<file path="config.mk">
export PLATFORM = sky130hd
export DESIGN_NAME = alu_seq_unit_flat
export DESIGN_NICKNAME = d
export VERILOG_FILES = /design/src/rtl/alu_seq_unit_if.sv /design/src/rtl/alu_seq_unit.sv /design/src/flat_wrapper.sv
export SDC_FILE = /design/constraint.sdc
export NUM_CORES = 1
export LEC_CHECK = 0
export BUFFER_PORTS_ARGS = -buffer_cell sky130_fd_sc_hd__buf_2
export CORE_AREA = 5 5 103 105
export CTS_CLUSTER_DIAMETER = 120
export CTS_CLUSTER_SIZE = 30
export DETAILED_ROUTE_END_ITERATION = 7
export DIE_AREA = 0 0 108 110
export HOLD_SLACK_MARGIN = 0.02
export PLACE_DENSITY = 0.54
export SETUP_SLACK_MARGIN = 0.2
export SYNTH_ARGS = -nofsm -noshare
export SYNTH_HDL_FRONTEND = slang
export SYNTH_SLANG_ARGS = --single-unit
</file>
<file path="constraint.sdc">
create_clock -name clk -period 4.5 [get_ports clk]
set_clock_uncertainty 0.1 [all_clocks]
set_input_delay 0.45 -clock clk [delete_from_list [all_inputs] [get_ports clk]]
set_output_delay 0.45 -clock clk [all_outputs]
set_load 0.005 [all_outputs]
</file>
<file path="src/rtl/alu_seq_unit_if.sv">
// Register-file-to-ALU bundle: operand read ports in, write-back value, flags and handshake out.
interface alu_seq_unit_if #(parameter int DATA_W = 8);
  logic              start;
  logic [3:0]        opcode;
  logic [DATA_W-1:0] dataout_A;
  logic [DATA_W-1:0] dataout_B;
  logic [DATA_W-1:0] ALU_IN;
  logic [DATA_W-1:0] res_hi;
  logic              busy;
  logic              done;
  logic              flag_cy;
  logic              flag_z;
  logic              flag_s;
  logic              flag_p;

  modport master (
    output start, opcode, dataout_A, dataout_B,
    input  ALU_IN, res_hi, busy, done, flag_cy, flag_z, flag_s, flag_p
  );

  modport slave (
    input  start, opcode, dataout_A, dataout_B,
    output ALU_IN, res_hi, busy, done, flag_cy, flag_z, flag_s, flag_p
  );
endinterface

</file>
<file path="src/rtl/alu_seq_unit.sv">
// Sequential ALU: single-cycle arith/logic/rotate, optional shift-add multiply.
// Define ALU_MUL_EN to build the multiplier; otherwise opcode D acts as NOP.
module alu_seq_unit #(
  parameter int DATA_W = 8
) (
  input  logic         clk,
  input  logic         rst,
  alu_seq_unit_if.slave bus
);

  typedef enum logic [3:0] {
    OP_ADD = 4'h0, OP_ADC = 4'h1, OP_SUB = 4'h2, OP_SBB = 4'h3,
    OP_AND = 4'h4, OP_OR  = 4'h5, OP_XOR = 4'h6, OP_CMP = 4'h7,
    OP_INR = 4'h8, OP_DCR = 4'h9, OP_RLC = 4'hA, OP_RRC = 4'hB,
    OP_NOT = 4'hC, OP_MUL = 4'hD, OP_PSB = 4'hE, OP_NOP = 4'hF
  } opcode_t;

  typedef enum logic {IDLE, MUL_RUN} state_t;

  localparam logic [DATA_W:0] ONE = (DATA_W+1)'(1);

  state_t            state_q, state_d;
  logic [DATA_W-1:0] res_q, res_d;
  logic              cy_q, cy_d, z_q, z_d, s_q, s_d, p_q, p_d;
  logic              done_q, done_d;
  logic [DATA_W:0]   ext;
  logic [DATA_W-1:0] zsp_v;
  logic              upd_zsp;
  opcode_t           op;

`ifdef ALU_MUL_EN
  localparam int CNT_W = (DATA_W > 1) ? $clog2(DATA_W) : 1;
  logic [DATA_W-1:0] hi_q, hi_d;
  logic [DATA_W-1:0] b_q, b_d, plo_q, plo_d, phi_q, phi_d;
  logic [CNT_W-1:0]  cnt_q, cnt_d;
  logic [DATA_W:0]   mul_sum;
  logic [DATA_W-1:0] mul_hi, mul_lo;
  logic              mul_last;
`endif

  always_ff @(posedge clk) begin
    if (rst) state_q <= IDLE;
    else     state_q <= state_d;
  end

  always_comb begin
    state_d = state_q;
    res_d   = res_q;
    cy_d    = cy_q;
    z_d     = z_q;
    s_d     = s_q;
    p_d     = p_q;
    done_d  = 1'b0;
    ext     = '0;
    zsp_v   = '0;
    upd_zsp = 1'b0;
    op      = opcode_t'(bus.opcode);
`ifdef ALU_MUL_EN
    hi_d     = hi_q;
    b_d      = b_q;
    plo_d    = plo_q;
    phi_d    = phi_q;
    cnt_d    = cnt_q;
    // Product lives in {phi, plo}; plo starts as A and its LSB selects the add.
    mul_sum  = {1'b0, phi_q} + (plo_q[0] ? {1'b0, b_q} : '0);
    mul_hi   = mul_sum[DATA_W:1];
    mul_lo   = {mul_sum[0], plo_q[DATA_W-1:1]};
    mul_last = (cnt_q == CNT_W'(DATA_W-1));
`endif
    case (state_q)
      IDLE: begin
        if (bus.start) begin
          done_d = 1'b1;
          case (op)
            OP_ADD: ext = {1'b0, bus.dataout_A} + {1'b0, bus.dataout_B};
            OP_ADC: ext = {1'b0, bus.dataout_A} + {1'b0, bus.dataout_B} + {{DATA_W{1'b0}}, cy_q};
            OP_SUB, OP_CMP: ext = {1'b0, bus.dataout_A} - {1'b0, bus.dataout_B};
            OP_SBB: ext = {1'b0, bus.dataout_A} - {1'b0, bus.dataout_B} - {{DATA_W{1'b0}}, cy_q};
            OP_AND: ext = {1'b0, bus.dataout_A & bus.dataout_B};
            OP_OR:  ext = {1'b0, bus.dataout_A | bus.dataout_B};
            OP_XOR: ext = {1'b0, bus.dataout_A ^ bus.dataout_B};
            OP_NOT: ext = {1'b0, ~bus.dataout_A};
            OP_INR: ext = {1'b0, bus.dataout_A} + ONE;
            OP_DCR: ext = {1'b0, bus.dataout_A} - ONE;
            OP_RLC: ext = {bus.dataout_A[DATA_W-1], bus.dataout_A[DATA_W-2:0], bus.dataout_A[DATA_W-1]};
            OP_RRC: ext = {bus.dataout_A[0], bus.dataout_A[0], bus.dataout_A[DATA_W-1:1]};
            OP_PSB: ext = {1'b0, bus.dataout_B};
            default: ext = '0;
          endcase
          case (op)
            OP_ADD, OP_ADC, OP_SUB, OP_SBB, OP_AND, OP_OR, OP_XOR, OP_NOT: begin
              res_d   = ext[DATA_W-1:0];
              cy_d    = ext[DATA_W];
              zsp_v   = ext[DATA_W-1:0];
              upd_zsp = 1'b1;
            end
            OP_CMP: begin
              cy_d    = ext[DATA_W];
              zsp_v   = ext[DATA_W-1:0];
              upd_zsp = 1'b1;
            end
            OP_INR, OP_DCR, OP_PSB: begin
              res_d   = ext[DATA_W-1:0];
              zsp_v   = ext[DATA_W-1:0];
              upd_zsp = 1'b1;
            end
            OP_RLC, OP_RRC: begin
              res_d = ext[DATA_W-1:0];
              cy_d  = ext[DATA_W];
            end
`ifdef ALU_MUL_EN
            OP_MUL: begin
              done_d  = 1'b0;
              state_d = MUL_RUN;
              b_d     = bus.dataout_B;
              plo_d   = bus.dataout_A;
              phi_d   = '0;
              cnt_d   = '0;
            end
`else
            OP_MUL: ;
`endif
            OP_NOP: ;
            default: ;
          endcase
`ifdef ALU_MUL_EN
          if (op != OP_CMP && op != OP_NOP && op != OP_MUL) hi_d = '0;
`endif
        end
      end
`ifdef ALU_MUL_EN
      MUL_RUN: begin
        plo_d = mul_lo;
        phi_d = mul_hi;
        cnt_d = cnt_q + CNT_W'(1);
        if (mul_last) begin
          state_d = IDLE;
          done_d  = 1'b1;
          res_d   = mul_lo;
          hi_d    = mul_hi;
          cy_d    = (mul_hi != '0);
          z_d     = ({mul_hi, mul_lo} == '0);
          s_d     = mul_lo[DATA_W-1];
          p_d     = ~^mul_lo;
        end
      end
`endif
      default: state_d = IDLE;
    endcase
    if (upd_zsp) begin
      z_d = (zsp_v == '0);
      s_d = zsp_v[DATA_W-1];
      p_d = ~^zsp_v;
    end
  end

  always_ff @(posedge clk) begin
    if (rst) begin
      res_q  <= '0;
      cy_q   <= 1'b0;
      z_q    <= 1'b0;
      s_q    <= 1'b0;
      p_q    <= 1'b0;
      done_q <= 1'b0;
`ifdef ALU_MUL_EN
      hi_q   <= '0;
      b_q    <= '0;
      plo_q  <= '0;
      phi_q  <= '0;
      cnt_q  <= '0;
`endif
    end else begin
      res_q  <= res_d;
      cy_q   <= cy_d;
      z_q    <= z_d;
      s_q    <= s_d;
      p_q    <= p_d;
      done_q <= done_d;
`ifdef ALU_MUL_EN
      hi_q   <= hi_d;
      b_q    <= b_d;
      plo_q  <= plo_d;
      phi_q  <= phi_d;
      cnt_q  <= cnt_d;
`endif
    end
  end

  assign bus.ALU_IN  = res_q;
  assign bus.done    = done_q;
  assign bus.flag_cy = cy_q;
  assign bus.flag_z  = z_q;
  assign bus.flag_s  = s_q;
  assign bus.flag_p  = p_q;
`ifdef ALU_MUL_EN
  assign bus.res_hi  = hi_q;
  assign bus.busy    = (state_q == MUL_RUN);
`else
  assign bus.res_hi  = '0;
  assign bus.busy    = 1'b0;
`endif

endmodule
</file>
<file path="src/flat_wrapper.sv">
// flat-port wrapper written by rule: the top's interface ports become plain ports
module alu_seq_unit_flat 
#(
  parameter int DATA_W = 8
)
  (clk, rst, bus_start, bus_opcode, bus_dataout_A, bus_dataout_B, bus_ALU_IN, bus_res_hi, bus_busy, bus_done, bus_flag_cy, bus_flag_z, bus_flag_s, bus_flag_p);
  alu_seq_unit_if #(.DATA_W(DATA_W)) bus_i ();
  input  logic clk;
  input  logic rst;
  input wire logic [$bits(bus_i.start)-1:0] bus_start;
  input wire logic [$bits(bus_i.opcode)-1:0] bus_opcode;
  input wire logic [$bits(bus_i.dataout_A)-1:0] bus_dataout_A;
  input wire logic [$bits(bus_i.dataout_B)-1:0] bus_dataout_B;
  output wire logic [$bits(bus_i.ALU_IN)-1:0] bus_ALU_IN;
  output wire logic [$bits(bus_i.res_hi)-1:0] bus_res_hi;
  output wire logic [$bits(bus_i.busy)-1:0] bus_busy;
  output wire logic [$bits(bus_i.done)-1:0] bus_done;
  output wire logic [$bits(bus_i.flag_cy)-1:0] bus_flag_cy;
  output wire logic [$bits(bus_i.flag_z)-1:0] bus_flag_z;
  output wire logic [$bits(bus_i.flag_s)-1:0] bus_flag_s;
  output wire logic [$bits(bus_i.flag_p)-1:0] bus_flag_p;
  assign bus_i.start = bus_start;
  assign bus_i.opcode = bus_opcode;
  assign bus_i.dataout_A = bus_dataout_A;
  assign bus_i.dataout_B = bus_dataout_B;
  assign bus_ALU_IN = bus_i.ALU_IN;
  assign bus_res_hi = bus_i.res_hi;
  assign bus_busy = bus_i.busy;
  assign bus_done = bus_i.done;
  assign bus_flag_cy = bus_i.flag_cy;
  assign bus_flag_z = bus_i.flag_z;
  assign bus_flag_s = bus_i.flag_s;
  assign bus_flag_p = bus_i.flag_p;
  alu_seq_unit #(.DATA_W(DATA_W)) u_core (.clk(clk), .rst(rst), .bus(bus_i));
endmodule
</file>
==> impl_metrics.ini <==
[status]
status = finished clean

[timing]
hold_viol = 0
worst_slack_ns = 0.7006
setup-tns-final_ns = 0
fin_crit_ns = 3.799
fin_crit_sh_pct = 84.43
relSlewSlack_pct = 65.22
fmax_mhz = 263.2
worst_pin_slew_ns = 0.5216
finalSetupViolations = 0
slew_viol_final = 0
rsz0062_at_grt = false

[floorplanning]
ios = 45
start_util_pct = 33.99
coreArea_um2 = 9549
die_h_um = 110
die_x_um = 108
die-area_um2 = 11880
rows = 36

[synth]
synth_cells = 426
netlist.area_leader.share_pct = 15.42
ys_top_cells_by_count = 40 x ha_1, 37 x nor2_1, 28 x inv_1
synth_flop_cell = dfxtp_1
yosys.area_share.adder_pct = 17.27
ys_async_sr_fraction_pct = 0
synth_top_family_by_area = compound AO/OA/AOI/OAI gates
yosys.area_share.simple_pct = 23.55
synth-compound-area-share_pct = 30.72
ys_ff_latch = 13
synth_area_per_cell_um2 = 7.619
ys_warn_count = 0
yosys.cell_types.count = 85
yosysTopAreaCell = ha_1
syn_area_um2 = 3246
synth_area_leaders = ha_1 15%, dfxtp_1 8.0%, mux2i_1 4.3%
synth-xor-area-share_pct = 6.399
seq_area_frac_synth_pct = 8.019
muxShareOfSynthArea_pct = 5.359
yosysMostFrequentCell = ha_1
synth_edf_count = 0

[flow_run]
maxCapViolations = 0

[routing]
viasPerCell = 5.788
post_drt_wl_per_cell_um = 18.41
wl_met1_mm = 4.641
dr.max_layer_used = met4
drtIter0Drc = 209
wl_met3_um = 772
drc_errors = 0
firstDrtPassIters = 6
ant_nets = 0
wl_met2_mm = 5.037
routed_wl_mm = 10.79
vias = 3392

[final_layout]
multi_input_area_um2 = 2738
fillers = 1035
syn2layout_area_growth_pct = 9.946
seqCellArea_um2 = 260.3
drive_gt1_share_pct = 17.22
antennaDiodeCount = 0
num-nets-final = 520
stdcell_area_um2 = 3568

[clock_network]
htree_levels = 1
cts_hold_buf = 0
clkTransAtPathRegs_ns = 0.06
cts_sinks = 13
insertion_delay_ns = 0.25
postCtsSetupBuffers = 0
cts-root-buf = clkbuf_8
cts_made_buffers = 3
cts_tree = yes
cts_resized = 0
cts.path.max_buffers = 2

[critical_path]
worstRegToRegCells = 12
worst_ep_required_time_ns = 4.53
arrival_ns = 3.83
setup.worst_path.start_class = input port
crit_type = input port to flop
r2r_slack_ns = 1.68
endpoint_kind = flop
cp_max_fo = 5

[grt]
overflow = 0
grt_max_degree = 34
grt_usage_pct = 17.90
grt_pass1_vias = 3197
grt_pass1_wl_mm = 16.80
antenna_found_initial = 0

[power_and_ir_drop]
combPwrFrac_pct = 63.9
design_power_total_mw = 0.6668
clkPwrFrac_pct = 16.1
p_leak_nw = 1.583
switching_power_mw = 0.3053
swShare_pct = 45.79
pwr-share-seq_pct = 20.0
vdd_drop_max_v = 0.00009102
internal_power_mw = 0.3615
powerDensity_nw_per_um2 = 186.9

[placed_design]
hpwl_mm = 8.548
place_ws_ns = 0.4633
portBuffers = 35
dpl_cell_area_um2 = 3523
place_congestion = 0.8983

[hold_path]
hold-path-cell-count = 2
hp-class = flop to flop
power groups by stage:
stage               combinational [mW]  sequential, mW  clock, mW
floorplan                        0.309           0.137          0
global placement                 0.418           0.136          0
detailed placement               0.420           0.136          0
CTS                              0.422           0.134      0.110
global route                     0.469           0.134      0.114
finish                           0.426           0.133      0.107
sequential cells by signal, summed over array words and instances, names as in the netlist:
register            flops
u_core.bus.flag_z       1
u_core.bus.ALU_IN       8
u_core.bus.flag_p       1
u_core.bus.flag_cy      1
u_core.bus.flag_s       1
u_core.bus.done         1
per-stage QoR:
| step | cells | hold slack, ns | util, % |
|---|---|---|---|
| 2_1_floorplan | 434 | 0.3527 | - |
| 3_3_place_gp | 582 | 0.3545 | 36.90 |
| 3_5_place_dp | 582 | 0.3627 | 36.90 |
| 4_1_cts | 586 | 0.3797 | 37.37 |
| 5_1_grt | 586 | 0.3894 | 37.37 |
| 6_report | 586 | 0.3750 | 37.37 |
worst max-delay path, stage by stage:
cell	delay (ns)
buf_2	0.10
inv_1	0.19
nand2_1	0.15
nor2_1	0.28
ha_1	0.29
a21o_1	0.17
a211o_1	0.31
a2111oi_2	0.39
o21ai_1	0.11
a21boi_0	0.33
a211oi_2	0.10
a21bo_1	0.21
ha_1	0.30
xnor2_1	0.14
xnor2_1	0.12
mux2i_1	0.13
nor2_1	0.05
path summary, 6_finish.rpt:
path | from | endpoint
worst max-delay path | bus_opcode[2] | u_core.bus.flag_p$_SDFFE_PP0P_
worst min-delay path | u_core.bus.ALU_IN[2]$_SDFFE_PP0P_ | u_core.bus.ALU_IN[2]$_SDFFE_PP0P_
worst max register to register | u_core.bus.flag_cy$_SDFFE_PP0P_ | u_core.bus.flag_p$_SDFFE_PP0P_
worst min register to register | u_core.bus.ALU_IN[2]$_SDFFE_PP0P_ | u_core.bus.ALU_IN[2]$_SDFFE_PP0P_
cell families after synthesis:
| kind of cell | count (synthesis) |
|---|---|
| flip-flops | 13 |
| AO/OA/AOI/OAI | 132 |
| AND/OR/NAND/NOR | 140 |
| other | 1 |
| buffers and inverters | 59 |
| XOR/XNOR | 22 |
| multiplexers | 16 |
| adder cells (fa/ha/maj) | 43 |
cell type report:
class / count / share of cell area, %
multi-input combinational: 362 / 76.72
timing repair buffer: 45 / 7.013
sequential: 13 / 7.293
tap: 133 / 4.663
inverter: 29 / 3.050
clock buffer: 4 / 1.262
per-layer routing:
| layer | vias up | global-route usage (%) |
|---|---|---|
| li1 | 1628 | - |
| met3 | 21 | 2.213 |
| met2 | 143 | 30.24 |
| met1 | 1600 | 23.55 |
| met5 | - | 0 |
| met4 | 0 | 6.312 |
placed cells by master, fill, tap and decap left out, types with 5 or more instances in the layout:
cell	n
or3_1	5
nand2_1	26
conb_1	9
a22oi_1	7
and3_1	6
inv_1	28
nor4_1	5
a221oi_1	5
nor3_1	11
buf_2	35
nand2b_1	9
o22ai_1	8
xor2_1	8
xnor2_1	12
o31ai_1	5
o21ai_1	8
mux2i_1	14
dfxtp_1	13
nand4_1	5
nor2b_1	9
o21ai_0	9
a31oi_1	5
nor2_1	37
a21oi_1	25
a21o_1	5
buf_4	10
nand3_1	8
ha_1	40
Power figures use the tool's default switching activity.
